File: src/rtl/branch_resolve_unit.sv
`default_nettype none
// ============================================================================
//  Module   : branch_resolve_unit
//  Purpose  : Execute-side branch resolution. Queues every fetch prediction,
//             checks the oldest one against the actual outcome in execute,
//             drives the fetch redirect interface and the predictor update.
//  Option   : BRU_STATS_EN - enables 16-bit saturating branch/mispredict
//             counters; when undefined the stat ports are tied to zero.
//  Revision : 1.0 - initial release
// ============================================================================
module branch_resolve_unit #(
   parameter int DEPTH = 4,
   parameter int PC_W  = 32
) (
   input  logic                       clk_i,
   input  logic                       rst_i,
   // fetch-side prediction push
   input  logic                       f_valid_i,
   input  logic [PC_W-1:0]            f_pc_i,
   input  logic                       f_pred_i,
   input  logic                       f_taken_i,
   input  logic [PC_W-1:0]            f_pred_pc_i,
   output logic                       full_o,
   // execute-side resolution pop
   input  logic                       ex_valid_i,
   input  logic                       ex_is_branch_i,
   input  logic                       ex_taken_i,
   input  logic [PC_W-1:0]            ex_target_i,
   input  logic                       exc_flush_i,
   // fetch redirect
   output logic                       dcsn_ok_o,
   output logic                       dcsn_o,
   output logic [PC_W-1:0]            restore_pc_o,
   output logic [PC_W-1:0]            alu_pc_o,
   // predictor training
   output logic                       upd_valid_o,
   output logic [PC_W-1:0]            upd_pc_o,
   output logic                       upd_taken_o,
   output logic [PC_W-1:0]            upd_target_o,
   // status
   output logic [$clog2(DEPTH):0]     count_o,
   output logic                       err_o,
   output logic [15:0]                stat_branches_o,
   output logic [15:0]                stat_mispred_o
);

   localparam int PTR_W = $clog2(DEPTH);
   localparam int CNT_W = PTR_W + 1;

   typedef enum logic [0:0] {
      NORMAL   = 1'b0,
      REDIRECT = 1'b1
   } state_t;

   state_t            state;

   // prediction queue storage
   logic [PC_W-1:0]   q_pc      [DEPTH];
   logic              q_pred    [DEPTH];
   logic              q_taken   [DEPTH];
   logic [PC_W-1:0]   q_pred_pc [DEPTH];

   logic [PTR_W-1:0]  wr_ptr;
   logic [PTR_W-1:0]  rd_ptr;
   logic [CNT_W-1:0]  count;

   logic              empty;
   logic              full;
   logic              push_req;
   logic              pop_req;
   logic              push;
   logic              pop;
   logic              overflow;
   logic              underflow;
   logic              mispred;
   logic              ptaken;
   logic [PC_W-1:0]   head_pc;
   logic [PC_W-1:0]   head_pred_pc;

   assign empty   = (count == '0);
   assign full    = (count == CNT_W'(DEPTH));
   assign full_o  = full;
   assign count_o = count;

   // decode push/pop/mispredict for the current cycle
   always_comb begin
      head_pc      = q_pc[rd_ptr];
      head_pred_pc = q_pred_pc[rd_ptr];
      ptaken       = q_pred[rd_ptr] & q_taken[rd_ptr];
      // wrong-path traffic during REDIRECT is silently discarded
      push_req     = f_valid_i  & (state == NORMAL);
      pop_req      = ex_valid_i & (state == NORMAL);
      pop          = pop_req & ~empty;
      underflow    = pop_req & empty;
      mispred      = 1'b0;
      if (pop) begin
         if (ex_is_branch_i) begin
            if (ex_taken_i != ptaken)
               mispred = 1'b1;
            else if (ex_taken_i && ptaken && (ex_target_i != head_pred_pc))
               mispred = 1'b1;
         end else if (ptaken) begin
            mispred = 1'b1;
         end
      end
      // a push alongside a mispredict pop is younger, hence wrong-path
      push         = push_req & (~full | pop) & ~mispred;
      overflow     = push_req & full & ~pop;
   end

   // queue payload writes (no reset needed; pointers define validity)
   always_ff @(posedge clk_i) begin
      if (push) begin
         q_pc[wr_ptr]      <= f_pc_i;
         q_pred[wr_ptr]    <= f_pred_i;
         q_taken[wr_ptr]   <= f_taken_i;
         q_pred_pc[wr_ptr] <= f_pred_pc_i;
      end
   end

   // queue pointers, occupancy and sticky error flag
   always_ff @(posedge clk_i) begin
      if (rst_i) begin
         wr_ptr <= '0;
         rd_ptr <= '0;
         count  <= '0;
         err_o  <= 1'b0;
      end else if (exc_flush_i) begin
         wr_ptr <= '0;
         rd_ptr <= '0;
         count  <= '0;
      end else begin
         err_o <= err_o | overflow | underflow;
         if (mispred) begin
            wr_ptr <= '0;
            rd_ptr <= '0;
            count  <= '0;
         end else begin
            if (push) wr_ptr <= wr_ptr + PTR_W'(1);
            if (pop)  rd_ptr <= rd_ptr + PTR_W'(1);
            if (push && !pop)
               count <= count + CNT_W'(1);
            else if (pop && !push)
               count <= count - CNT_W'(1);
         end
      end
   end

   // redirect FSM with registered one-cycle decision outputs
   always_ff @(posedge clk_i) begin
      if (rst_i) begin
         state        <= NORMAL;
         dcsn_ok_o    <= 1'b1;
         dcsn_o       <= 1'b0;
         restore_pc_o <= '0;
         alu_pc_o     <= '0;
      end else if (exc_flush_i) begin
         state     <= NORMAL;
         dcsn_ok_o <= 1'b1;
         dcsn_o    <= 1'b0;
      end else begin
         dcsn_ok_o <= 1'b1;
         dcsn_o    <= 1'b0;
         case (state)
            NORMAL: begin
               if (mispred) begin
                  state     <= REDIRECT;
                  dcsn_ok_o <= 1'b0;
                  if (!ex_is_branch_i || !ex_taken_i) begin
                     dcsn_o       <= 1'b1;
                     restore_pc_o <= head_pc + PC_W'(4);
                  end else begin
                     alu_pc_o <= ex_target_i;
                  end
               end
            end
            REDIRECT: state <= NORMAL;
            default:  state <= NORMAL;
         endcase
      end
   end

   // predictor training strobe for every resolved branch
   always_ff @(posedge clk_i) begin
      if (rst_i) begin
         upd_valid_o  <= 1'b0;
         upd_pc_o     <= '0;
         upd_taken_o  <= 1'b0;
         upd_target_o <= '0;
      end else begin
         upd_valid_o <= pop & ex_is_branch_i & ~exc_flush_i;
         if (pop && ex_is_branch_i && !exc_flush_i) begin
            upd_pc_o     <= head_pc;
            upd_taken_o  <= ex_taken_i;
            upd_target_o <= ex_target_i;
         end
      end
   end

`ifdef BRU_STATS_EN
   logic [15:0] stat_br;
   logic [15:0] stat_mp;

   // saturating statistics; survive exception flushes, cleared by reset only
   always_ff @(posedge clk_i) begin
      if (rst_i) begin
         stat_br <= '0;
         stat_mp <= '0;
      end else if (!exc_flush_i) begin
         if (pop && ex_is_branch_i && (stat_br != 16'hFFFF))
            stat_br <= stat_br + 16'd1;
         if (mispred && (stat_mp != 16'hFFFF))
            stat_mp <= stat_mp + 16'd1;
      end
   end

   assign stat_branches_o = stat_br;
   assign stat_mispred_o  = stat_mp;
`else
   assign stat_branches_o = 16'd0;
   assign stat_mispred_o  = 16'd0;
`endif

endmodule
`default_nettype wire

File: config.mk
export PLATFORM = sky130hd
export DESIGN_NAME = branch_resolve_unit
export DESIGN_NICKNAME = d
export VERILOG_FILES = /design/src/rtl/branch_resolve_unit.sv
export SDC_FILE = /design/constraint.sdc
export NUM_CORES = 1
export LEC_CHECK = 0
export ABC_AREA = 1
export CAP_MARGIN = 20
export CORE_MARGIN = 3
export CORE_UTILIZATION = 54
export DETAILED_ROUTE_END_ITERATION = 8
export PLACE_DENSITY_LB_ADDON = 0.25
export SLEW_MARGIN = 10
export SYNTH_ARGS = -nofsm -noshare
export SYNTH_HDL_FRONTEND = slang
export SYNTH_SLANG_ARGS = --single-unit
File: constraint.sdc
create_clock -name clk_i -period 7.15 [get_ports clk_i]
set_input_delay 1.7875 -clock clk_i [delete_from_list [all_inputs] [get_ports clk_i]]
set_output_delay 1.7875 -clock clk_i [all_outputs]
set_load 0.01 [all_outputs]
==> results.py <==
metrics = {
    "global_routing": {
        "gr-max-usage-layer": "met2",
        "use_met1": 0.361,
        "grt_pass1_vias": 12229,
        "grt_pass1_wl_mm": 68.4,
        "gr-total-overflow": 0,
        "met2_usage": 0.430,
        "grt_start_max_net_pins": 114,
        "met3_usage": 0.0407,
        "antenna_found_initial": 3,
        "grt_usage": 0.260,
    },
    "sta": {
        "slew_viol_final": 0,
        "finalSetupViolCount": 0,
        "max_slew_margin": 0.274,
        "rsz0062_at_grt": "no",
        "fin_crit_sh": 0.694,
        "setup_tns_ps": 0,
        "worst_slew_pin_slew_ps": 1090,
        "layout_min_cycle_time_ps": 4960,
        "hold_viol": 0,
        "max_freq_ghz": 0.202,
        "fin_skew_ps": 16.0,
    },
    "pwr": {
        "intPower_uw": 3960,
        "power_density_nw_per_um2": 252,
        "sw_frac_of_total": 0.236,
        "p_seq_frac": 0.505,
        "p_leak_uw": 0.00771,
        "p_comb_frac": 0.094,
        "p_sw_uw": 1220,
        "clkPwrFrac": 0.401,
        "ir_worst_vdd_uv": 188,
    },
    "synthesis": {
        "ys_ff_latch": 407,
        "async_reset_ff_frac": 0,
        "yosysSeqAreaShare": 0.641,
        "synthTopCellsByArea": "edfxtp_1, dfxtp_1, nand2_1",
        "synth_edf_count": 264,
        "muxShareOfSynthArea": 0,
        "synth_area_per_cell_um2": 10.1,
        "synth_top_area_cell": "edfxtp_1",
        "netlist_area_um2": 16800,
        "synth_xor_area_frac": 0.0130,
        "synth_top_family_by_area": "simple AND/OR/NAND/NOR gates",
        "synth_ff_type": "edfxtp_1",
        "synth_top_area_frac": 0.471,
        "syn_inst": 1675,
        "synth-compound-area-share": 0.0800,
        "synthAdderAreaFrac": 0.00565,
        "synthTopCellsByCount": "nand2_1, edfxtp_1, nand3_1",
        "yosysMostFrequentCell": "nand2_1",
        "synthSimpleGateAreaFrac": 0.196,
        "yosysWarnings": 0,
        "ys_types": 43,
    },
    "clock_tree": {
        "cts.htree.levels": 2,
        "cts-resized-gates": 0,
        "hold_buffers": 0,
        "cts_buffer_depth": 3,
        "post-cts-setup-buffers": 0,
        "cts_root_buffer": "clkbuf_16",
        "cts_tree": "done",
        "clk_latency_ps": 530,
        "cts_buffers": 42,
        "numClockSinks": 407,
        "clk_pin_slew_worst_paths_ps": 60,
    },
    "placed_design": {
        "dp_hpwl_mm": 28.8,
        "io_buffer_count": 241,
        "routabilityCongestion": 0.880,
    },
    "detailed_routing": {
        "route.detailed.drc": 0,
        "drt_pass1_iterations": 5,
        "wl_per_cell_um": 19.3,
        "vias_per_cell": 5.54,
        "via_count": 12826,
        "drtIter0Drc": 1163,
        "totalWireLength_mm": 44.7,
        "ant_nets": 0,
    },
    "die": {
        "die-area_um2": 33300,
        "core_area_um2": 30700,
        "initial_core_util": 0.549,
        "die_height_um": 183,
        "ioPinCount": 274,
        "die_width_um": 183,
        "num_rows": 64,
    },
    "cells_and_area": {
        "n_fill_cell": 2348,
        "final_nets": 1999,
        "area_delta_synth_final_pct": 22.2,
        "drive_gt1_frac": 0.0615,
        "ff_latch_area_um2": 10800,
        "utilization": 0.671,
        "multi_input_comb_area_um2": 5120,
    },
    "critical_path": {
        "cp_slowest_cell": "inv_2",
        "worstSetupEndpointType": "flop",
        "cp-start-kind": "input pin",
        "path_max_fanout": 36,
        "required_ps": 7610,
        "crit_path_max_incr_delay_ps": 610,
        "cpMostUsedCell": "nand2_1",
        "crit_path_cell_trace": "clkdlybuf4s50_1, nand3b_1, nand2_1, inv_1, nand2_1, nor2_1, nand2_1, nor2_1, nand2_1, nand2_1, nand2_1, nand2_1, inv_2, nand2_2, inv_2, o21ai_0, a21oi_1",
        "crit_arrival_ps": 5420,
        "critPathKind": "in2reg",
    },
    "run_status": {
        "status": "complete, no violations",
    },
    "hold_path": {
        "hold_class": "reg2reg",
    },
    "run": {
        "max_cap_violations": 0,
    },
}
[per-layer routing]
metal	wire length [um]	vias to the layer above	part of all wire
met3	3710	70	0.083
met1	18500	6140	0.41
met2	21400	565	0.48
met5	27	-	0.00060
met4	1000	4	0.022
li1	-	6047	-
[power groups by stage]
stage	combinational (uW)	clock, uW	sequential, uW
after floorplan	274	0	2670
after global placement	473	0	2660
after detailed placement	482	0	2670
after CTS	486	2090	2620
after global routing	537	2190	2620
final	488	2080	2620
[logic make-up (layout without fill, tap and decap cells)]
kind of cell	after synthesis	count (layout)
AO/OA/AOI/OAI	242	242
XOR/XNOR	25	25
adder cells (fa/ha/maj)	7	7
buffers and inverters	210	424
flip-flops	407	407
other	1	33
AND/OR/NAND/NOR	783	783
[final timing paths]
path | startpoint | to | slack (ps) | depth (start not counted)
hold / removal | err_o | err_o | 460 | 2
setup / recovery | ex_target_i[5] | restore_pc_o[7] | 2190 | 17
hold reg to reg | err_o | err_o | 460 | 2
setup reg to reg | flop | restore_pc_o[7] | 2330 | 19
[cell usage in the layout (no fill, tap or decap), types with 2 or more instances in the layout]
master,count
o22ai_1,5
xnor2_1,7
inv_4,2
nand3_1,167
inv_1,84
inv_2,7
clkinv_2,10
o21ai_0,84
o31ai_1,3
clkbuf_2,2
nor2_1,95
o22ai_2,2
nor2_4,7
nor3_2,3
buf_4,12
xor2_1,18
nor3_1,7
nand2_1,472
o21ai_1,2
clkdlybuf4s50_1,240
dfxtp_1,141
nand2_2,5
a32oi_1,5
nor2_2,4
a21oi_1,133
a32oi_2,5
clkinv_1,3
clkbuf_8,5
nand4_1,8
clkbuf_1,11
nor4_2,2
conb_1,32
edfxtp_1,264
ha_1,6
nand3b_1,9
clkbuf_16,43
[registers in the layout, summed over array words and instances, names as in the netlist, 2 cells and up, named ones only]
register and count:
q_pred 4, q_taken 4, q_pc 128, upd_pc_o 32
count_o 3, wr_ptr 2, alu_pc_o 32, rd_ptr 2
upd_target_o 32, restore_pc_o 32, q_pred_pc 128
[final cells by class]
class	count	share of cell area
diodes	1	0.000122
clock buffers	61	0.0581
clock inverters	16	0.00535
inverters	93	0.0171
multi-input cells	1089	0.249
flip-flops and latches	407	0.525
well taps	396	0.0241
repair buffers	254	0.122
[worst max-delay path, delay by kind of cell]
family	cells	cell delay (ps)
AOI/OAI and AO/OA	2	340
buffers and inverters	4	1690
and+or+nand+nor	11	1570
[per-stage QoR]
step           hold WS [ps]  setup slack [ps]  cells  area, um2  total power (uW)
6_report                461              2190   2317      20600              5190
2_1_floorplan           444              1310   1706      17000              2950
5_1_grt                 478              1710   2317      20600              5350
4_1_cts                 461              2150   2315      20600              5200
3_5_place_dp            449              1670   2238      19300              3150
3_3_place_gp            448              1740   2238      19300              3140
(Power assumes the default switching activity.)
